[config.mk]
export PLATFORM = sky130hd
export DESIGN_NAME = wb_dispatch
export DESIGN_NICKNAME = d
export VERILOG_FILES = /design/src/rtl/wb_dispatch.sv
export SDC_FILE = /design/constraint.sdc
export NUM_CORES = 1
export LEC_CHECK = 0
export ABC_AREA = 1
export CAP_MARGIN = 20
export CORE_MARGIN = 2
export CORE_UTILIZATION = 40
export CTS_CLUSTER_SIZE = 14
export DETAILED_ROUTE_END_ITERATION = 16
export PLACE_DENSITY = 0.58
export SYNTH_ARGS = -nofsm -noshare
export SYNTH_HDL_FRONTEND = slang
export SYNTH_SLANG_ARGS = --single-unit
[constraint.sdc]
create_clock -name clk -period 4.9 [get_ports clk]
set_input_delay 0.98 -clock clk [delete_from_list [all_inputs] [get_ports clk]]
set_output_delay 0.98 -clock clk [all_outputs]
set_load 0.05 [all_outputs]
[src/rtl/wb_dispatch.sv]
// Write-back dispatch: queues register writes and presents each one to the 1:8 demux
// as a setup cycle (sel/wr_data settled) followed by a single-cycle wr_en strobe.
module wb_dispatch #(
    parameter  int DW    = 8,
    parameter  int DEPTH = 4,
    localparam int AW    = $clog2(DEPTH),
    localparam int CW    = AW + 1
) (
    input  logic          clk,
    input  logic          rst,
    input  logic          req_valid,
    output logic          req_ready,
    input  logic [2:0]    req_addr,
    input  logic [DW-1:0] req_data,
    input  logic          hold,
    input  logic          flush,
    output logic [2:0]    sel,
    output logic          wr_en,
    output logic [DW-1:0] wr_data,
    output logic          busy,
    output logic [CW-1:0] count
);

    typedef enum logic [1:0] {
        IDLE   = 2'd0,
        SETUP  = 2'd1,
        STROBE = 2'd2
    } state_t;

    state_t        state_q, state_d;
    logic [2:0]    sel_q, sel_d;
    logic [DW-1:0] wr_data_q, wr_data_d;
    logic [AW-1:0] rd_ptr_q, rd_ptr_d;
    logic [AW-1:0] wr_ptr_q, wr_ptr_d;
    logic [CW-1:0] count_q, count_d;
    logic [2:0]    addr_mem_q [DEPTH];
    logic [2:0]    addr_mem_d [DEPTH];
    logic [DW-1:0] data_mem_q [DEPTH];
    logic [DW-1:0] data_mem_d [DEPTH];

    logic full;
    logic empty;
    logic push;
    logic pop;

    // Fullness is judged on the registered count, so a same-cycle pop never frees a slot.
    assign full  = (count_q == CW'(DEPTH));
    assign empty = (count_q == '0);
    assign push  = req_valid && !full && !flush;

    always_comb begin
        state_d    = state_q;
        sel_d      = sel_q;
        wr_data_d  = wr_data_q;
        rd_ptr_d   = rd_ptr_q;
        wr_ptr_d   = wr_ptr_q;
        count_d    = count_q;
        addr_mem_d = addr_mem_q;
        data_mem_d = data_mem_q;
        pop        = 1'b0;

        case (state_q)
            IDLE: begin
                if (!empty && !hold && !flush) begin
                    pop     = 1'b1;
                    state_d = SETUP;
                end
            end
            SETUP: begin
                if (flush) begin
                    state_d = IDLE;
                end else if (!hold) begin
                    state_d = STROBE;
                end
            end
            STROBE: begin
                // The strobe itself is committed; hold only blocks chaining the next request.
                if (flush || empty || hold) begin
                    state_d = IDLE;
                end else begin
                    pop     = 1'b1;
                    state_d = SETUP;
                end
            end
            default: state_d = IDLE;
        endcase

        if (pop) begin
            sel_d     = addr_mem_q[rd_ptr_q];
            wr_data_d = data_mem_q[rd_ptr_q];
            rd_ptr_d  = rd_ptr_q + AW'(1);
        end

        if (push) begin
            addr_mem_d[wr_ptr_q] = req_addr;
            data_mem_d[wr_ptr_q] = req_data;
            wr_ptr_d             = wr_ptr_q + AW'(1);
        end

        count_d = count_q + CW'(push) - CW'(pop);

        if (flush) begin
            count_d  = '0;
            rd_ptr_d = '0;
            wr_ptr_d = '0;
        end
    end

    always_ff @(posedge clk or posedge rst) begin
        if (rst) begin
            state_q   <= IDLE;
            sel_q     <= '0;
            wr_data_q <= '0;
            rd_ptr_q  <= '0;
            wr_ptr_q  <= '0;
            count_q   <= '0;
            for (int i = 0; i < DEPTH; i++) begin
                addr_mem_q[i] <= '0;
                data_mem_q[i] <= '0;
            end
        end else begin
            state_q    <= state_d;
            sel_q      <= sel_d;
            wr_data_q  <= wr_data_d;
            rd_ptr_q   <= rd_ptr_d;
            wr_ptr_q   <= wr_ptr_d;
            count_q    <= count_d;
            addr_mem_q <= addr_mem_d;
            data_mem_q <= data_mem_d;
        end
    end

    assign req_ready = !full;
    assign sel       = sel_q;
    assign wr_data   = wr_data_q;
    assign wr_en     = (state_q == STROBE);
    assign busy      = (state_q != IDLE) || !empty;
    assign count     = count_q;

endmodule
======== Word level (Yosys, flattened, before mapping) ========
Cells that the tools add are included.
cells by class
  add/sub/neg operators ................... 4
  bitwise logic cells ..................... 2
  reduce and logical (&&, ||, !) cells .... 18
  equality and inequality tests ........... 5
  magnitude comparators ................... 3
  multiplexer cells ....................... 25
operator list
  cell                                                       count
  bitwise mux 32 bit                                         1
  two-way mux 8 bit                                          3
  binary-select mux 8 bit (select 2 bit)                     1
  demux 8 bit (select 2 bit)                                 1
  two-way mux 2 bit                                          7
  bitwise mux 12 bit                                         1
  two-way mux 3 bit                                          4
  binary-select mux 3 bit (select 2 bit)                     1
  demux 3 bit (select 2 bit)                                 1
  greater-or-equal comparator 3 bit (second input constant)  2
  NOT 2 -> 3 bit                                             2
  case mux 2 bit (3 select lines)                            1
  nonzero test 2 bit                                         3
  logical AND 1 bit                                          5
  adder 2 x 1 -> 2 bit (second input constant)               2
  zero test 1 bit                                            4
  adder 3 x 1 -> 3 bit                                       1
  equality test 3 bit (second input constant)                1
  zero test 3 bit                                            1
  logical OR 1 bit                                           3
  < comparator 3 x 1 -> 1 bit (second input constant)        1
  two-way mux 1 bit                                          3
  != test 3 bit (second input constant)                      1
  subtractor 3 x 1 -> 3 bit                                  1
  6 further kinds                                            6
storage, ports and cells
  bits in registers ....................... 64
  logic and storage cells ................. 71
  input port bits ......................... 16

======== Logic depth before layout (Yosys ltp) ========
Gate-level depths: netlist of the first run.
  word-level depth ........................ 8
  gate-level depth with buffers ........... 13
  depth with buffers taken out ............ 13

======== Least setup slack after synthesis of the first run ========
Ideal clock, no wire load.
  path kind ............................... in2reg
  start ................................... input flush
  end ..................................... register count_q[2], in the netlist count[2]
  setup slack ............................. 2287 ps
  data required time ...................... 4782 ps
  library setup time ...................... 118 ps
  cell stages on the path ................. 13
  arrival ................................. 2495 ps
  path through ............................ buf_2 > nor2_1 > nand3_2 > inv_2 > buf_6 > ha_1 > inv_1 > ha_1 > fa_1 > inv_1 > nand2_1 > nand2_1 > nor2_1
on the way
  longest elaborated chain between the ends .. 6
  elaborated cells between the ends (all ways) .. 11
RTL lines
  element                                                       line    RTL
  start, declared                                               16      input logic flush,
  logical OR 1 bit / zero test 1 bit (equally long branches)    78, 64
  logical OR 1 bit / logical AND 1 bit (equally long branches)  78, 64
  two-way mux 1 bit (on tied branches)                          78, 64
  case mux 1 bit (2 select lines) (*)                           62      case (state_q)
  net pop                                                       44      logic pop;
  subtractor 3 x 1 -> 3 bit (*)                                 100     count_d = count_q + CW'(push) - CW'(pop);
  two-way mux 3 bit (*)                                         102     if (flush) begin
  net count_d[2]                                                35      logic [CW-1:0] count_q, count_d;
  end signal, assigned                                          127     count_q <= count_d;
  end, declared                                                 35
Mark *: on every way through the listed nets, which the timed path passes. The rest lies on a longest branch.
A chain may end at the register's enable or synchronous reset.

======== Worst setup path in the final report of the first run ========
  start ................................... input flush
  end ..................................... register count_q[2], in the netlist count[2]
on the way
  longest elaborated chain between the ends .. 6
  elaborated cells between the ends (all ways) .. 11
RTL lines
  element                                                                       line
  parallel branches: the longest is 5 deep, another holds adder 3 x 1 -> 3 bit  n/a
  two-way mux 3 bit (*)                                                         102
  net count_d[2]                                                                35
Mark *: on every way through the listed nets, which the timed path passes.

==> results of run 1 <==
==> per-stage QoR <==
stage | power, mW | cell area, um^2
6_report | 2.34 | 3730
2_1_floorplan | 1.56 | 3190
3_5_place_dp | 1.84 | 3490
5_1_grt | 2.51 | 3730
4_1_cts | 2.34 | 3710
3_3_place_gp | 1.83 | 3490
==> report_power, final <==
group	internal, mW	leakage [nW]	switching (mW)	total (mW)
clock	0.301	0.108	0.197	0.498
sequential	0.742	0.831	0.159	0.902
combinational	0.316	0.988	0.622	0.938
==> cells in the final DEF (no fill, tap or decap), drive strengths merged <==
master	n
fa	1
buf	3
xor2	1
nand3	4
clkbuf	13
o21ai	23
dfrtp	64
bufinv	2
clkdlybuf4s50	32
ha	6
inv	19
nand2	179
clkinv	2
nand4	49
nor2	24
a21oi	2
xnor2	1
==> layout make-up <==
class | count | area, um^2
flip-flops and latches | 64 | 1600
multi-input cells | 290 | 1350
inverters | 20 | 75.1
clock buffers | 13 | 149
repair buffers | 35 | 355
fillers | 787 | 4000
clock inverters | 3 | 65.1
well taps | 102 | 128
==> worst paths after layout <==
| path | end | slack, ps | cells past startpoint | startpoint |
|---|---|---|---|---|
| min reg2reg | addr_mem_q[11]$_DFFE_PP0P_ | 480 | 2 | addr_mem_q[11]$_DFFE_PP0P_ |
| max in group asynchronous | data_mem_q[10]$_DFFE_PP0P_ | 2890 | 3 | rst |
| max | count[2]$_DFF_PP0_ | 1860 | 12 | flush |
| min in group asynchronous | state_q[1]$_DFFE_PP0P_ | 1130 | 2 | rst |
| min | addr_mem_q[11]$_DFFE_PP0P_ | 480 | 2 | addr_mem_q[11]$_DFFE_PP0P_ |
| max reg2reg | count[2]$_DFF_PP0_ | 2520 | 12 | count[1]$_DFF_PP0_ |
==> state kept, by name, summed over array words and instances, names as in the netlist <==
register and flops:
addr_mem_q 12, count 3, data_mem_q 32, rd_ptr_q 2, sel 3, state_q 2
wr_data 8, wr_ptr_q 2
==> critical path: stages <==
cell	delay (ps)
clkdlybuf4s50_1	560
nor2_1	180
nand3_2	280
inv_2	280
ha_1	160
inv_1	40
ha_1	180
fa_1	370
inv_1	80
nand2_1	50
nand2_1	70
nor2_1	50
==> kinds of logic after synthesis <==
family,after synthesis,synth area share [%]
simple gates,256,34.6
xor+xnor,2,0.550
compound gates,25,4.28
fa+ha+maj,7,2.98
flops,64,50.2
buf+inv,46,7.34
==> per-layer routing <==
| layer | GRT usage, % | wire length (um) | share of wire (%) |
|---|---|---|---|
| met4 | 5.88 | 38 | 0.47 |
| met5 | 0 | 0 | 0 |
| met1 | 30.3 | 3850 | 48 |
| met2 | 30.0 | 3670 | 46 |
| met3 | 3.38 | 470 | 5.9 |
==> flow_metrics.py, run 1 <==
metrics = {
    "cells_and_area": {
        "layout.nets": 443,
        "diodes": 0,
        "fin_util_pct": 48.2,
        "area_delta_synth_final_pct": 16.9,
        "finalNonFillerCells": 527,
        "drive_gt1_share_pct": 5.65,
    },
    "timing": {
        "finalSetupTns_ps": 0,
        "fin_crit_sh_pct": 62.0,
        "clock_skew_ps": 6.50,
        "holdWs_ps": 478,
        "layout_setup_ws_ps": 1860,
        "slew_headroom_pct": 35.3,
        "setup_violations": 0,
        "hold_violations": 0,
        "fin_crit_ps": 3040,
        "rsz0062_at_grt": "false",
        "maxSlewViolCount": 0,
        "timing.fmax_ghz": 0.329,
        "tightest_slew_ps": 971,
    },
    "yosys": {
        "ys_warn_count": 0,
        "syn_nets": 423,
        "ys_async_sr_fraction_pct": 100,
        "synth.most_common_cell": "nand2_1",
        "synth_seq_cells": 64,
        "synth.avg_cell_area_um2": 7.97,
        "synth_cells": 400,
        "yosys-top-cells-area": "dfrtp_1 50%, nand2_1 21%, nand4_1 9.6%",
        "synth.yosys.seq_area_share_pct": 50.2,
        "synth.cell_area_um2": 3190,
        "synth.top_cell.area_share_pct": 50.2,
        "synth_top_cells_by_count": "178 x nand2_1, 64 x dfrtp_1, 49 x nand4_1, 23 x nor2_1, 23 x o21ai_0",
        "synth-edff-count": 0,
        "synthFlopType": "dfrtp_1",
        "ys_types": 23,
        "yosysTopAreaCell": "dfrtp_1",
    },
    "global_route": {
        "grt_max_degree": 46,
        "grtUsageTotal_pct": 20.2,
        "grt_overflow_total": 0,
        "antenna_found_initial": 0,
        "grt_pass1_vias": 2626,
        "grt_pass1_wl_mm": 13.5,
    },
    "detailed_routing": {
        "drt-initial-drc-count": 242,
        "vias": 2705,
        "detail_route.first_pass.iterations": 4,
        "via_per_inst": 5.13,
        "drc": 0,
        "ant_nets": 0,
        "routed_wl_mm": 8.03,
        "wl_per_cell_um": 15.2,
    },
    "floorplanning": {
        "start_util_pct": 41.3,
        "core_area_um2": 7730,
        "fp.dieArea_um2": 8700,
        "rows": 32,
        "die_h_um": 93.3,
        "io_pins": 33,
        "die_w_um": 93.3,
    },
    "worst_setup_path": {
        "cp_data_required_time_ps": 5130,
        "crit_path_max_fanout": 16,
        "cp-end-kind": "flop",
        "arrival_ps": 3270,
        "critPathLaunchType": "input pin",
        "critical_path_class": "in -> reg",
    },
    "cts": {
        "cts_setup_buffers": 0,
        "cts_buffers": 9,
        "cts_resized": 0,
        "cts-hold-fix-buffers": 0,
        "cts.clk_slew.worst_paths_ps": 70,
        "htreeDepth": 3,
        "cts.sinks": 64,
        "cts_tree": "built",
        "cts_buffer_depth": 2,
        "root_buffer": "clkbuf_8",
        "clk_latency_ps": 330,
    },
    "placed_design": {
        "place.gp.congestion": 0.766,
        "dp_cells": 510,
        "hpwl_mm": 5.12,
        "post-place-ws_ps": 1510,
        "io_buffer_count": 32,
    },
    "worst_hold_path": {
        "min_path_type": "reg -> reg",
    },
    "power": {
        "vdd_drop_max_mv": 0.194,
        "p_leak_nw": 1.93,
        "cellPowerDensity_nw_per_um2": 627,
    },
    "status": {
        "status": "finished, final reports clean",
    },
    "flow_run": {
        "cap_violations": 0,
    },
}
Note: power is estimated with default switching activity, not from simulation.
==> run 2: changes to the inputs <==
--- a/config.mk
+++ b/config.mk
@@ -11,7 +11,7 @@
 export CORE_UTILIZATION = 40
 export CTS_CLUSTER_SIZE = 14
 export DETAILED_ROUTE_END_ITERATION = 16
-export PLACE_DENSITY = 0.58
+export PLACE_DENSITY = 0.6
 export SYNTH_ARGS = -nofsm -noshare
 export SYNTH_HDL_FRONTEND = slang
 export SYNTH_SLANG_ARGS = --single-unit
==> constraint.sdc (replaced) <==
create_clock -name clk -period 2.45 [get_ports clk]
set_input_delay 0.49 -clock clk [delete_from_list [all_inputs] [get_ports clk]]
set_output_delay 0.49 -clock clk [all_outputs]
set_load 0.05 [all_outputs]
==> flow_metrics.py, run 2 (synthesis gave the netlist of run 1 again) <==
metrics = {
    "status": {
        "status": "finished, final reports clean",
    },
    "timing": {
        "clock_skew_ps": 7.48,
        "fin_crit_sh_pct": 94.4,
        "hold_violations": 0,
        "timing.fmax_ghz": 0.432,
        "rsz0062_at_grt": "false",
        "maxSlewViolCount": 0,
        "fin_crit_ps": 2310,
        "finalSetupTns_ps": 0,
        "slew_headroom_pct": 65.6,
        "tightest_slew_ps": 516,
        "setup_violations": 0,
    },
    "worst_setup_path": {
        "cp_num_buf_inv": 1,
        "cp_data_required_time_ps": 1960,
        "worstPathCellList": "nor2_4, nand2_2, clkdlybuf4s50_1",
        "critical_path_class": "reg -> out",
        "rr_endpoint": "count[2]$_DFF_PP0_",
        "arrival_ps": 1820,
        "critical_path_depth": 3,
        "crit_slowest_cell": "clkdlybuf4s50_1",
        "r2r_cells": 12,
        "cp-end-kind": "output pin",
        "critPathLaunchType": "flop",
        "path_delay_family": "buffers and inverters",
        "slowest_delay_ps": 720,
        "crit_path_max_fanout": 6,
        "r2r-start": "count[2]$_DFF_PP0_",
        "rrSetupSlack_ps": 380,
    },
    "cts": {
        "cts_tree": "built",
        "clk_latency_ps": 350,
        "cts-hold-fix-buffers": 0,
        "root_buffer": "clkbuf_8",
        "cts.clk_slew.worst_paths_ps": 70,
        "cts_buffers": 9,
        "cts_buffer_depth": 2,
        "htreeDepth": 3,
        "cts_setup_buffers": 0,
        "cts.sinks": 64,
        "cts_resized": 0,
    },
    "flow_run": {
        "cap_violations": 0,
    },
    "placed_design": {
        "place.gp.congestion": 0.836,
        "hpwl_mm": 4.98,
        "dp_cells": 525,
        "io_buffer_count": 32,
    },
    "worst_hold_path": {
        "min_from": "data_mem_q[8]$_DFFE_PP0P_",
        "hold_path_end": "data_mem_q[8]$_DFFE_PP0P_",
        "min_path_type": "reg -> reg",
        "hold_depth": 2,
    },
    "detailed_routing": {
        "wl_per_cell_um": 14.6,
        "routed_wl_mm": 7.92,
        "vias": 2739,
        "detail_route.first_pass.iterations": 4,
        "via_per_inst": 5.06,
        "ant_nets": 0,
        "drc": 0,
        "drt-initial-drc-count": 197,
    },
    "global_route": {
        "antenna_found_initial": 0,
        "grt_use_met2_pct": 29.4,
        "grt_pass1_wl_mm": 13.7,
        "grt_max_degree": 65,
        "grt_pass1_vias": 2714,
        "use_met3_pct": 3.38,
        "grtUsageMet1_pct": 29.9,
        "grt.busiest_layer": "met1",
        "grtUsageTotal_pct": 20.2,
        "grt_overflow_total": 0,
    },
    "cells_and_area": {
        "drive_gt1_share_pct": 9.57,
        "multi_input_area_um2": 1350,
        "regArea_um2": 1600,
        "regMostFlops": "data_mem_q",
        "final_common_cell": "nand2_1",
        "finalNonFillerCells": 541,
        "nFillCells": 748,
        "layout.nets": 457,
        "largest_reg_flops": 32,
        "area_delta_synth_final_pct": 20.4,
        "final_cell_mix": "178 x nand2_1, 63 x dfrtp_1, 49 x nand4_1, 32 x clkdlybuf4s50_1",
        "diodes": 0,
    },
    "floorplanning": {
        "core_area_um2": 7730,
        "io_pins": 33,
        "die_h_um": 93.3,
        "die_w_um": 93.3,
        "start_util_pct": 41.3,
        "fp.dieArea_um2": 8700,
        "rows": 32,
    },
    "power": {
        "total_power_mw": 4.65,
        "cellPowerDensity_nw_per_um2": 1210,
        "p_leak_nw": 1.99,
        "vdd_drop_max_mv": 0.363,
    },
}
run 2: cell types whose count changed in the layout (fill, tap and decap cells not counted):
cell	before	now
buf_12	1	2
buf_4	2	15
bufinv_16	2	1
clkbuf_1	3	0
clkbuf_8	10	11
clkinv_2	1	2
clkinvlp_4	0	2
dfrtp_1	64	63
dfrtp_2	0	1
run 2: worst max-delay path by stage:
stage | startpoint | end | slack [ps]
final | count[1]$_DFF_PP0_ | req_ready | 140
after global placement | req_valid | count[2]$_DFF_PP0_ | 90
after detailed placement | req_valid | count[2]$_DFF_PP0_ | 50
after global routing | count[1]$_DFF_PP0_ | req_ready | 70
after floorplan | count[0]$_DFF_PP0_ | count[2]$_DFF_PP0_ | 8
after CTS | count[1]$_DFF_PP0_ | req_ready | 120
run 2: per-stage QoR:
step / hold slack, ps / util, % / instance area, um^2 / setup slack (ps)
floorplan: 444 / - / 3190 / 7.96
global placement: 457 / 47.0 / 3630 / 89.5
detailed placement: 461 / 47.0 / 3630 / 50.9
CTS: 480 / 49.7 / 3840 / 120
global route: 497 / 49.7 / 3840 / 71.5
finish: 476 / 49.7 / 3840 / 137
run 2: area by class of cell:
type | count | area share, %
sequential | 64 | 41.8
inverter | 20 | 1.96
timing repair buffer | 49 | 12.3
tap | 102 | 3.33
clock inverter | 5 | 1.43
multi-input combinational | 290 | 35.2
clock buffer | 11 | 3.95
run 2: metal layers:
| metal | vias up | part of all wire [%] |
|---|---|---|
| met5 | - | 0 |
| met4 | 0 | 1.5 |
| met3 | 9 | 4.3 |
| met2 | 62 | 45 |
| met1 | 1299 | 49 |
| li1 | 1369 | - |
run 2: worst min-delay path, cell delays in order, from the launching register on:
cell     delay (ps)
dfrtp_1         340
nand2_1          50
nand2_1          50
run 2: where the power goes:
group | total [mW] | switching [mW] | internal, mW
Combinational | 1.98 | 1.30 | 0.678
Sequential | 1.73 | 0.240 | 1.49
Clock | 0.951 | 0.429 | 0.522
